$ cat src/rtl/gate_stim_pkg.sv
// Purpose: state encoding and constants shared by the gate stimulus sequencer files.
// Latency: none (declarations only).
// Backpressure: none (declarations only).
package gate_stim_pkg;

  typedef enum logic [1:0] {
    IDLE    = 2'd0,
    PRESENT = 2'd1,
    DWELL   = 2'd2,
    DONE    = 2'd3
  } state_e;

  localparam logic       MODE_MANUAL = 1'b0;
  localparam logic       MODE_AUTO   = 1'b1;
  localparam logic [1:0] LAST_IDX    = 2'd3;

endpackage

$ cat src/rtl/gate_switch_debounce.sv
// Purpose: two-flop synchroniser plus stability counter for one raw board switch.
// Latency: a raw level stable for DEBOUNCE_CYCLES+2 cycles appears on db_out.
// Backpressure: none; runs every cycle regardless of what consumes db_out.
module gate_switch_debounce
  import gate_stim_pkg::*;
#(
  parameter int DEBOUNCE_CYCLES = 1000,
  parameter int CNT_W           = 16
) (
  input  logic clk_in,
  input  logic rst_in,
  input  logic raw_in,
  output logic db_out
);

  localparam logic [CNT_W-1:0] CNT_LAST = CNT_W'(DEBOUNCE_CYCLES - 1);

  logic             sync1_q;
  logic             sync2_q;
  logic             cand_q;
  logic             db_q;
  logic             db_d;
  logic [CNT_W-1:0] cnt_q;
  logic [CNT_W-1:0] cnt_d;

  // Stability count: restart on any change of the synced level, saturate at the last count,
  // and promote the synced level the moment the count lands on the last value.
  always_comb begin
    cnt_d = cnt_q;
    db_d  = db_q;
    if (sync2_q != cand_q) begin
      cnt_d = '0;
    end else if (cnt_q != CNT_LAST) begin
      cnt_d = cnt_q + CNT_W'(1);
    end
    if (cnt_d == CNT_LAST) begin
      db_d = sync2_q;
    end
  end

  // Synchroniser, candidate and debounced registers.
  always_ff @(posedge clk_in) begin
    if (rst_in) begin
      sync1_q <= 1'b0;
      sync2_q <= 1'b0;
      cand_q  <= 1'b0;
      cnt_q   <= '0;
      db_q    <= 1'b0;
    end else begin
      sync1_q <= raw_in;
      sync2_q <= sync1_q;
      cand_q  <= sync2_q;
      cnt_q   <= cnt_d;
      db_q    <= db_d;
    end
  end

  assign db_out = db_q;

endmodule

$ cat src/rtl/gate_stim_sequencer.sv
// Purpose: drives the a/b operand pair of the gate block (AUTO truth-table sweep or MANUAL switches).
// Latency: start to first valid 1 cycle; accept to next valid DWELL_CYCLES+1 cycles.
// Backpressure: a pattern is held with valid_out high until ready_in; ready_in while idle is ignored.
module gate_stim_sequencer
  import gate_stim_pkg::*;
#(
  parameter int DWELL_CYCLES    = 16,
  parameter int DEBOUNCE_CYCLES = 1000,
  parameter int CNT_W           = 16
) (
  input  logic       clk_in,
  input  logic       rst_in,
  input  logic       mode_in,
  input  logic       start_in,
  input  logic       sw_a_in,
  input  logic       sw_b_in,
  input  logic       ready_in,
  output logic       a_out,
  output logic       b_out,
  output logic       valid_out,
  output logic       busy_out,
  output logic       done_out,
  output logic [1:0] idx_out
);

  // The dwell state spans DWELL_CYCLES hold cycles plus the cycle that hands over to the
  // next pattern, so the counter runs 0..DWELL_CYCLES and stops there.
  localparam logic [CNT_W-1:0] DWELL_LAST = CNT_W'(DWELL_CYCLES);

  state_e           state_q;
  logic             auto_q;
  logic [1:0]       idx_q;
  logic             a_q;
  logic             b_q;
  logic             valid_q;
  logic             busy_q;
  logic             done_q;
  logic [CNT_W-1:0] dwell_q;
  logic             sw_a_db;
  logic             sw_b_db;

  gate_switch_debounce #(
    .DEBOUNCE_CYCLES (DEBOUNCE_CYCLES),
    .CNT_W           (CNT_W)
  ) u_db_a (
    .clk_in (clk_in),
    .rst_in (rst_in),
    .raw_in (sw_a_in),
    .db_out (sw_a_db)
  );

  gate_switch_debounce #(
    .DEBOUNCE_CYCLES (DEBOUNCE_CYCLES),
    .CNT_W           (CNT_W)
  ) u_db_b (
    .clk_in (clk_in),
    .rst_in (rst_in),
    .raw_in (sw_b_in),
    .db_out (sw_b_db)
  );

  // Sequencer FSM with all outputs registered alongside the state.
  always_ff @(posedge clk_in) begin
    if (rst_in) begin
      state_q <= IDLE;
      auto_q  <= 1'b0;
      idx_q   <= 2'd0;
      a_q     <= 1'b0;
      b_q     <= 1'b0;
      valid_q <= 1'b0;
      busy_q  <= 1'b0;
      done_q  <= 1'b0;
      dwell_q <= '0;
    end else begin
      done_q <= 1'b0;
      case (state_q)
        IDLE: begin
          if (mode_in == MODE_AUTO) begin
            if (start_in) begin
              auto_q  <= 1'b1;
              idx_q   <= 2'd0;
              a_q     <= 1'b0;
              b_q     <= 1'b0;
              valid_q <= 1'b1;
              busy_q  <= 1'b1;
              state_q <= PRESENT;
            end
          end else if ({sw_a_db, sw_b_db} != {a_q, b_q}) begin
            auto_q  <= 1'b0;
            a_q     <= sw_a_db;
            b_q     <= sw_b_db;
            valid_q <= 1'b1;
            busy_q  <= 1'b1;
            state_q <= PRESENT;
          end
        end
        PRESENT: begin
          if (ready_in) begin
            valid_q <= 1'b0;
            if (auto_q) begin
              dwell_q <= '0;
              state_q <= DWELL;
            end else begin
              busy_q  <= 1'b0;
              state_q <= IDLE;
            end
          end
        end
        DWELL: begin
          if (dwell_q == DWELL_LAST) begin
            if (idx_q == LAST_IDX) begin
              done_q  <= 1'b1;
              state_q <= DONE;
            end else begin
              idx_q        <= idx_q + 2'd1;
              {a_q, b_q}   <= idx_q + 2'd1;
              valid_q      <= 1'b1;
              state_q      <= PRESENT;
            end
          end else begin
            dwell_q <= dwell_q + CNT_W'(1);
          end
        end
        DONE: begin
          busy_q  <= 1'b0;
          state_q <= IDLE;
        end
        default: begin
          state_q <= IDLE;
        end
      endcase
    end
  end

  assign a_out     = a_q;
  assign b_out     = b_q;
  assign valid_out = valid_q;
  assign busy_out  = busy_q;
  assign done_out  = done_q;
  assign idx_out   = idx_q;

endmodule
$ cat config.mk
export PLATFORM = sky130hd
export DESIGN_NAME = gate_stim_sequencer
export DESIGN_NICKNAME = d
export VERILOG_FILES = /design/src/rtl/gate_stim_pkg.sv /design/src/rtl/gate_switch_debounce.sv /design/src/rtl/gate_stim_sequencer.sv
export SDC_FILE = /design/constraint.sdc
export NUM_CORES = 1
export LEC_CHECK = 0
export CAP_MARGIN = 20
export CORE_MARGIN = 1
export CORE_UTILIZATION = 45
export DETAILED_ROUTE_END_ITERATION = 7
export GPL_ROUTABILITY_DRIVEN = 0
export HOLD_SLACK_MARGIN = 0.02
export SYNTH_ARGS = -nofsm -noshare
export SYNTH_HDL_FRONTEND = slang
export SYNTH_SLANG_ARGS = --single-unit
export TNS_END_PERCENT = 30
$ cat constraint.sdc
create_clock -name clk_in -period 5.5 [get_ports clk_in]
set_input_delay 1.375 -clock clk_in [delete_from_list [all_inputs] [get_ports clk_in]]
set_output_delay 1.375 -clock clk_in [all_outputs]
set_load 0.02 [all_outputs]
Word-level counts from Yosys, hierarchy flattened --
Index checks and enable logic that the tools add are counted.
Cells by class: reductions and logical operators 14, bitwise logic cells 2, add/sub/neg operators 4, eq/ne operators 23, multiplexer cells 45
Operators by type and width (count):
- 2-to-1 mux 16 bit | 7
- adder 16 x 1 -> 16 bit (second input constant) | 3
- equality test 16 x 10 -> 1 bit (second input constant) | 2
- inequality test 16 x 10 -> 1 bit (second input constant) | 2
- one-hot mux 16 bit (2 select lines) | 1
- 2-to-1 mux 2 bit | 11
- 2-to-1 mux 1 bit | 20
- equality test 16 x 5 -> 1 bit (second input constant) | 1
- inequality test 2 bit (second input constant) | 8
- AND reduction 5 bit | 3
- one-hot mux 2 bit (4 select lines) | 1
- AND reduction 4 bit | 2
- equality test 2 bit (second input constant) | 3
- inequality test 3 bit (second input constant) | 2
- one-hot mux 1 bit (3 select lines) | 2
- AND reduction 6 bit | 1
- nonzero test 2 bit | 3
- nonzero test 3 bit | 2
- one-hot mux 1 bit (2 select lines) | 2
- one-hot mux 2 bit (2 select lines) | 1
- AND reduction 3 bit | 1
- OR reduction 3 bit | 1
- adder 2 x 1 -> 2 bit (second input constant) | 1
- equality test 2 x 1 -> 1 bit (second input constant) | 1
- 5 further kinds | 7
Storage, ports and cells: bits in registers 66, output and inout port bits 7, input port bits 7, word-level logic and storage cells 107

Logic depth before layout (Yosys ltp) --
Gate-level depths: netlist of the first run.
word-level depth 4, depth in mapped cells 8, gate-level depth less buffers 8

Hierarchy --
Synthesis of the first run repeated with hierarchy kept, for this count alone.
Second synthesis, totals: cells, all modules 403, area, all modules 3450.8 um2
Modules (own cells, without submodules):
- gate_stim_sequencer | cells each 164, seq. area each 520.5 um2, times used 1, area an instance 1432.6 um2
- gate_switch_debounce at u_db_b | cells each 120, seq. area each 400.4 um2, times used 1, area an instance 1012.2 um2
- gate_switch_debounce at u_db_a | cells each 119, seq. area each 400.4 um2, times used 1, area an instance 1006.0 um2

Worst setup path after synthesis of the first run --
Ideal clock, no wire load.
path type input port to flip-flop, from input port ready_in, to register dwell_q[13], arrival 2345 ps, stages on the path 4, slack 3085 ps, setup time 70 ps, buffers on the path 0, required time 5430 ps, cells stage by stage and3_1 -> o2111ai_1 -> or3_1 -> a21oi_1
On the way: word-level cells in the longest chain between the ends 2
Ends and longest elaborated chain:
- start, declared | line gate_stim_sequencer.sv:17 | input logic ready_in,
- inequality test 2 bit (no source line)
- AND reduction 4 bit (no source line)
- end signal, assigned | line gate_stim_sequencer.sv:121 | dwell_q <= dwell_q + CNT_W'(1);
- end, declared | line gate_stim_sequencer.sv:38 | logic [CNT_W-1:0] dwell_q;
Every way passes these cells. A chain may end at the register's enable or synchronous reset.

Worst setup path in the final report of the first run --
Same ends and word-level chain as after synthesis.

==> results by group, run 1 <==
Drt
  • Drt pass-1 iters: 5
  • DRT antenna net count: 0
  • Initial DRC Count: 94
  • Via density: 5.48
  • Wire length per cell: 13.4 microns
  • Routed via count: 2,861
  • DR DRC count: 0
  • DRT Wirelength: 7.00 mm

STA
  • Final WS setup: 2650 ps
  • Max Clk Rate: 351 MHz
  • Worst slew margin: 0.579
  • Final Critical Period: 2850 ps
  • Hold Fails Final Rpt: 0
  • Worst hold slack: 441 ps
  • Clk_skew: 11.0 ps
  • Fin Setup TNS: 0 ps
  • Final worst path period share: 0.517
  • Slew Viols, Final: 0
  • Slew @ Worst Pin: 632 ps
  • RSZ-0062 raised after global routing: false
  • # setup viols final: 0

Floorplanning
  • Row count: 31
  • I/O pins: 14
  • Die W: 90.2 microns
  • Die height: 90.2 microns
  • DIE AREA: 8130 sq um
  • Core Region: 7370 sq um
  • Initial Util: 0.475

Logic synthesis
  • Dominant synthesized flop cell: dfxtp_1
  • Avg Synthesized Cell Area: 8.41 sq um
  • Post-Syn Area: 3500 sq um
  • EDFF count, synth: 0
  • Synth top area cells: dfxtp_1, xnor2_1, nor2_1, xor2_1, a21oi_1
  • Post-synthesis sequential area ratio: 0.378
  • Async S/R FF share, synth: 0
  • Synth top area share: 0.378
  • Synth unique cells: 58
  • Mapped Cells: 416
  • Syn_nets: 428
  • Cell taking the most area after synthesis: dfxtp_1
  • Synth warnings: 0
  • Seq cells post-synth: 66

Clocking
  • Worst skew pair latency: 350 ps
  • CTS Sinks: 66
  • # H-tree levels: 3
  • Setup Fix Bufs, Post-CTS: 0
  • Clock Tree Root: clkbuf_8
  • Hold buffers post-CTS: 0
  • CTS clk-pin slew, worst paths: 80 ps
  • CTS resizes: 0
  • CTS tree: yes
  • Max clock buf depth: 2
  • Total CTS buffers: 9

Critical path
  • R2r worst-path depth: 7
  • Req. time, crit path: 5780 ps
  • Worst path arrival time: 3130 ps
  • CP endpoint kind: register
  • Setup crit start kind: input port
  • Worst-path maximum fanout: 9
  • Kind of critical path: input port to register

Pwr
  • Maximum vdd drop: 139 uV
  • PwrDens: 274 nW/um^2
  • Leakage: 1.24 nW

Placed design
  • Dpl hpwl: 4.76 mm
  • Buffers added on ports: 13
  • DP Cell Count: 506
  • Pre-CTS WS: 2290 ps

Global routing
  • Largest net degree at the start of global routing: 26
  • Vias in the first global route: 2,621
  • Total global routing overflow: 0
  • GRT Overall Usage: 0.187
  • First-pass GRT wire length: 12.3 mm
  • Antenna violations before repair: 0

Cells and area
  • Net count, final: 430
  • Fill cells: 708
  • Area Overhead vs Synth: 10.9%
  • Non-filler cells, final: 522
  • Final core occ: 0.526
  • Share of layout cells above drive strength 1: 0.0733
  • Antenna Cells: 0

Worst hold path
  • Hold WC Path Type: register to register
  • Hold depth: 1

Job
  • Max capacitance violation total: 0

Run status
  • Outcome: finished clean
-- metal layers --
| metal | share of wire | GRT usage |
|---|---|---|
| met5 | 0 | 0 |
| met4 | 0.011 | 0.0565 |
| met3 | 0.039 | 0.0584 |
| met2 | 0.44 | 0.291 |
| met1 | 0.50 | 0.247 |
-- critical path: stages --
cell,delay [ps]
clkdlybuf4s50_1,510
and3_1,280
o2111ai_1,350
or3_1,460
a21oi_1,140
-- stage by stage --
| stage | area (sq um) | power (mW) |
|---|---|---|
| 6_report | 3880 | 1.06 |
| 5_1_grt | 3880 | 1.11 |
| 4_1_cts | 3880 | 1.08 |
| 3_5_place_dp | 3660 | 0.620 |
| 3_3_place_gp | 3660 | 0.620 |
| 2_1_floorplan | 3500 | 0.588 |
-- flip-flops by register name (all words and copies together), names as in the netlist, 2 cells and up --
signal,flops
state_q,2
dwell_q,16
idx_out,2
u_db_a.cnt_q,16
u_db_b.cnt_q,16
-- where the power goes --
group          internal (mW)  total, mW  leakage (nW)  switching, mW
Clock                  0.256      0.454        0.0987          0.198
Sequential             0.493      0.513         0.535         0.0198
Combinational         0.0431     0.0964         0.609         0.0533
-- worst paths after layout --
check | start | endpoint | slack, ps
max | ready_in | dwell_q[13]$_SDFFE_PP0P_ | 2650
min | u_db_b.sync1_q$_SDFF_PP0_ | u_db_b.sync2_q$_SDFF_PP0_ | 440
min reg2reg | u_db_b.sync1_q$_SDFF_PP0_ | u_db_b.sync2_q$_SDFF_PP0_ | 440
max reg2reg | u_db_a.cnt_q[0]$_SDFF_PP0_ | u_db_a.db_out$_SDFFE_PP0N_ | 2800
-- layout by cell type (no fill, tap or decap), types with 4 or more instances in the layout --
| master | n |
|---|---|
| nor2b_1 | 16 |
| nand3_1 | 19 |
| nor2_1 | 59 |
| a31oi_1 | 5 |
| nand2_1 | 21 |
| o21ai_0 | 16 |
| inv_1 | 11 |
| and2_1 | 4 |
| clkbuf_8 | 9 |
| nor4_1 | 6 |
| and4_1 | 4 |
| nand2b_1 | 4 |
| nor3_1 | 9 |
| or3_1 | 8 |
| ha_1 | 5 |
| clkdlybuf4s50_1 | 13 |
| xnor2_1 | 26 |
| xor2_1 | 16 |
| mux2i_1 | 8 |
| a21oi_1 | 20 |
| dfxtp_1 | 66 |
| nand4_1 | 16 |
-- kinds of logic (layout without fill, tap and decap cells) --
group,after synthesis,after routing,share of synthesized area
compound gates,62,62,0.115
xor+xnor,42,42,0.105
fa+ha+maj,5,5,0.0179
buf+inv,34,41,0.0404
flops,66,66,0.378
mux,11,11,0.0325
simple gates,196,196,0.311
-- cell usage after synthesis, types with 3 or more instances --
master and number:
a21oi_1 20, a31oi_1 5, and2_1 4, and3_1 3, and4_1 4, buf_2 8
clkbuf_1 13, dfxtp_1 66, ha_1 5, inv_1 11, mux2_1 3, mux2i_1 8
nand2_1 21, nand2b_1 4, nand3_1 19, nand4_1 16, nand4b_1 3, nor2_1 59
nor2b_1 16, nor3_1 9, nor4_1 6, nor4_2 3, nor4b_1 3, o21ai_0 16
o31ai_1 3, or2_1 3, or3_1 8, xnor2_1 26, xor2_1 16
-- area by class of cell --
type / count / area (sq um) / share of cell area
Clock buffer: 10 / 128 / 0.0329
Clock inverter: 6 / 91.3 / 0.0235
Inverter: 11 / 41.3 / 0.0106
Multi-Input combinational cell: 316 / 2040 / 0.525
Sequential cell: 66 / 1320 / 0.341
Tap cell: 99 / 124 / 0.0319
Timing Repair Buffer: 14 / 138 / 0.0355
Power figures use the tool's default switching activity.
==> inputs of run 2 (changes only) <==
==> constraint.sdc (replaced) <==
create_clock -name clk_in -period 2.5 [get_ports clk_in]
set_input_delay 0.625 -clock clk_in [delete_from_list [all_inputs] [get_ports clk_in]]
set_output_delay 0.625 -clock clk_in [all_outputs]
set_load 0.02 [all_outputs]
==> run 2 against run 1 <==
Effect of this change: sequential power rose by 120%; die area did not move; clock power rose by 120%; via count rose by 2.3%; clock skew fell by 3.9 ps; final cell count rose by 2.5%; combinational power rose by 130%; critical endpoint is now u_db_a.db_out$_SDFFE_PP0N_; highest routed layer unchanged.
==> results by group, run 2 (synthesized netlist as in run 1, its figures left out) <==
Critical path
  • Req. time, crit path: 2730 ps
  • Setup crit start kind: register
  • Worst-path maximum fanout: 9
  • Worst path arrival time: 2650 ps
  • Kind of critical path: register to register
  • R2r worst-path depth: 6
  • CP endpoint kind: register

Clocking
  • Hold buffers post-CTS: 0
  • Max clock buf depth: 2
  • Clock Tree Root: clkbuf_8
  • Total CTS buffers: 9
  • CTS clk-pin slew, worst paths: 70 ps
  • CTS tree: yes
  • # H-tree levels: 3
  • CTS Sinks: 66
  • Worst skew pair latency: 340 ps

Pwr
  • PwrDens: 589 nW/um^2
  • Leakage: 1.32 nW
  • Maximum vdd drop: 384 uV

Cells and area
  • Final Cell Area: 4000 sq um
  • Most frequent cells in the layout: dfxtp_1, nor2_1, xnor2_1, nand2_1, a21oi_1
  • Commonest non-fill, non-tap cell in the layout: dfxtp_1
  • Area Overhead vs Synth: 14.2%
  • Final core occ: 0.542
  • Antenna Cells: 0
  • Share of layout cells above drive strength 1: 0.108
  • Net count, final: 443
  • Largest regs: dwell_q x16, u_db_a.cnt_q x16, u_db_b.cnt_q x16

Global routing
  • Total global routing overflow: 0
  • Antenna violations before repair: 0
  • First-pass GRT wire length: 12.3 mm
  • Largest net degree at the start of global routing: 17
  • Vias in the first global route: 2,692
  • GRT Overall Usage: 0.186

Job
  • Max capacitance violation total: 0

Worst hold path
  • Hold WC Path Type: register to register
  • Hold depth: 1

Placed design
  • Buffers added on ports: 13
  • Placed cell area: 3760 sq um
  • Pre-CTS WS: 75.9 ps
  • Dpl hpwl: 5.00 mm

Run status
  • Outcome: finished clean

Floorplanning
  • I/O pins: 14
  • Initial Util: 0.475
  • Die height: 90.2 microns
  • Die W: 90.2 microns
  • Row count: 31
  • Core Region: 7370 sq um
  • DIE AREA: 8130 sq um

Drt
  • Drt pass-1 iters: 4
  • DRT antenna net count: 0
  • Routed via count: 2,928
  • DR DRC count: 0
  • Wire length per cell: 13.3 microns
  • Initial DRC Count: 116
  • Via density: 5.47
  • DRT Wirelength: 7.10 mm

STA
  • Slew Viols, Final: 0
  • Max Clk Rate: 413 MHz
  • Fin Setup TNS: 0 ps
  • Hold Fails Final Rpt: 0
  • Final WS setup: 76.9 ps
  • Worst slew margin: 0.643
  • RSZ-0062 raised after global routing: false
  • Slew @ Worst Pin: 527 ps
  • Final Critical Period: 2420 ps
  • Clk_skew: 7.07 ps
  • Final worst path period share: 0.969
  • # setup viols final: 0
run 2: cell types whose count changed in the layout (fill, tap and decap cells not counted), sizes merged:
cell	previous run	this run
buf	1	14
inv	11	13
clkbuf	10	9
clkinvlp	3	2
run 2: metrics by stage:
stage / instances / hold WS, ps / total power [mW]
finish: 535 / 446 / 2.36
global route: 535 / 463 / 2.47
CTS: 535 / 455 / 2.39
detailed placement: 519 / 434 / 1.37
global placement: 519 / 418 / 1.37
floorplan: 416 / 414 / 1.29
run 2: timing repair:
action | CTS | global route
endpoints found under the setup margin | 0 | 6
buffers inserted | 0 | 0
resized for setup | 0 | 2
run 2: worst max-delay path, stage by stage (launching register included):
cell and delay (ps):
dfxtp_1 490, nand4_1 320, nor4_1 480, mux2i_1 300
nand2_1 80, nor4_1 300, mux2_1 350
run 2: area by class of cell:
cell class | count | area, sq um
clock buffer | 9 | 124
clock inverter | 7 | 101
fill | 720 | 3370
inverter | 11 | 41.3
multi-input combinational | 316 | 2050
sequential | 66 | 1320
tap | 99 | 124
timing repair buffer | 27 | 235
run 2: final timing paths:
kind,slack [ps],startpoint,endpoint
setup / recovery,80,u_db_a.cnt_q[2]$_SDFF_PP0_,u_db_a.db_out$_SDFFE_PP0N_
hold reg to reg,450,u_db_b.sync1_q$_SDFF_PP0_,u_db_b.sync2_q$_SDFF_PP0_
hold / removal,450,u_db_b.sync1_q$_SDFF_PP0_,u_db_b.sync2_q$_SDFF_PP0_
setup reg to reg,80,u_db_a.cnt_q[2]$_SDFF_PP0_,u_db_a.db_out$_SDFFE_PP0N_
run 2: power breakdown:
part	internal [mW]	leakage, nW	switching [mW]
Sequential	1.08	0.535	0.0432
Combinational	0.100	0.677	0.119
Clock	0.570	0.106	0.439
Total	1.75	1.32	0.602
run 2: metal layers:
layer / track usage / vias up / share of wire
met3: 0.0575 / 11 / 0.033
met4: 0.0632 / 0 / 0.014
met2: 0.295 / 43 / 0.46
met1: 0.239 / 1373 / 0.49
met5: 0 / - / 0
li1: - / 1501 / -
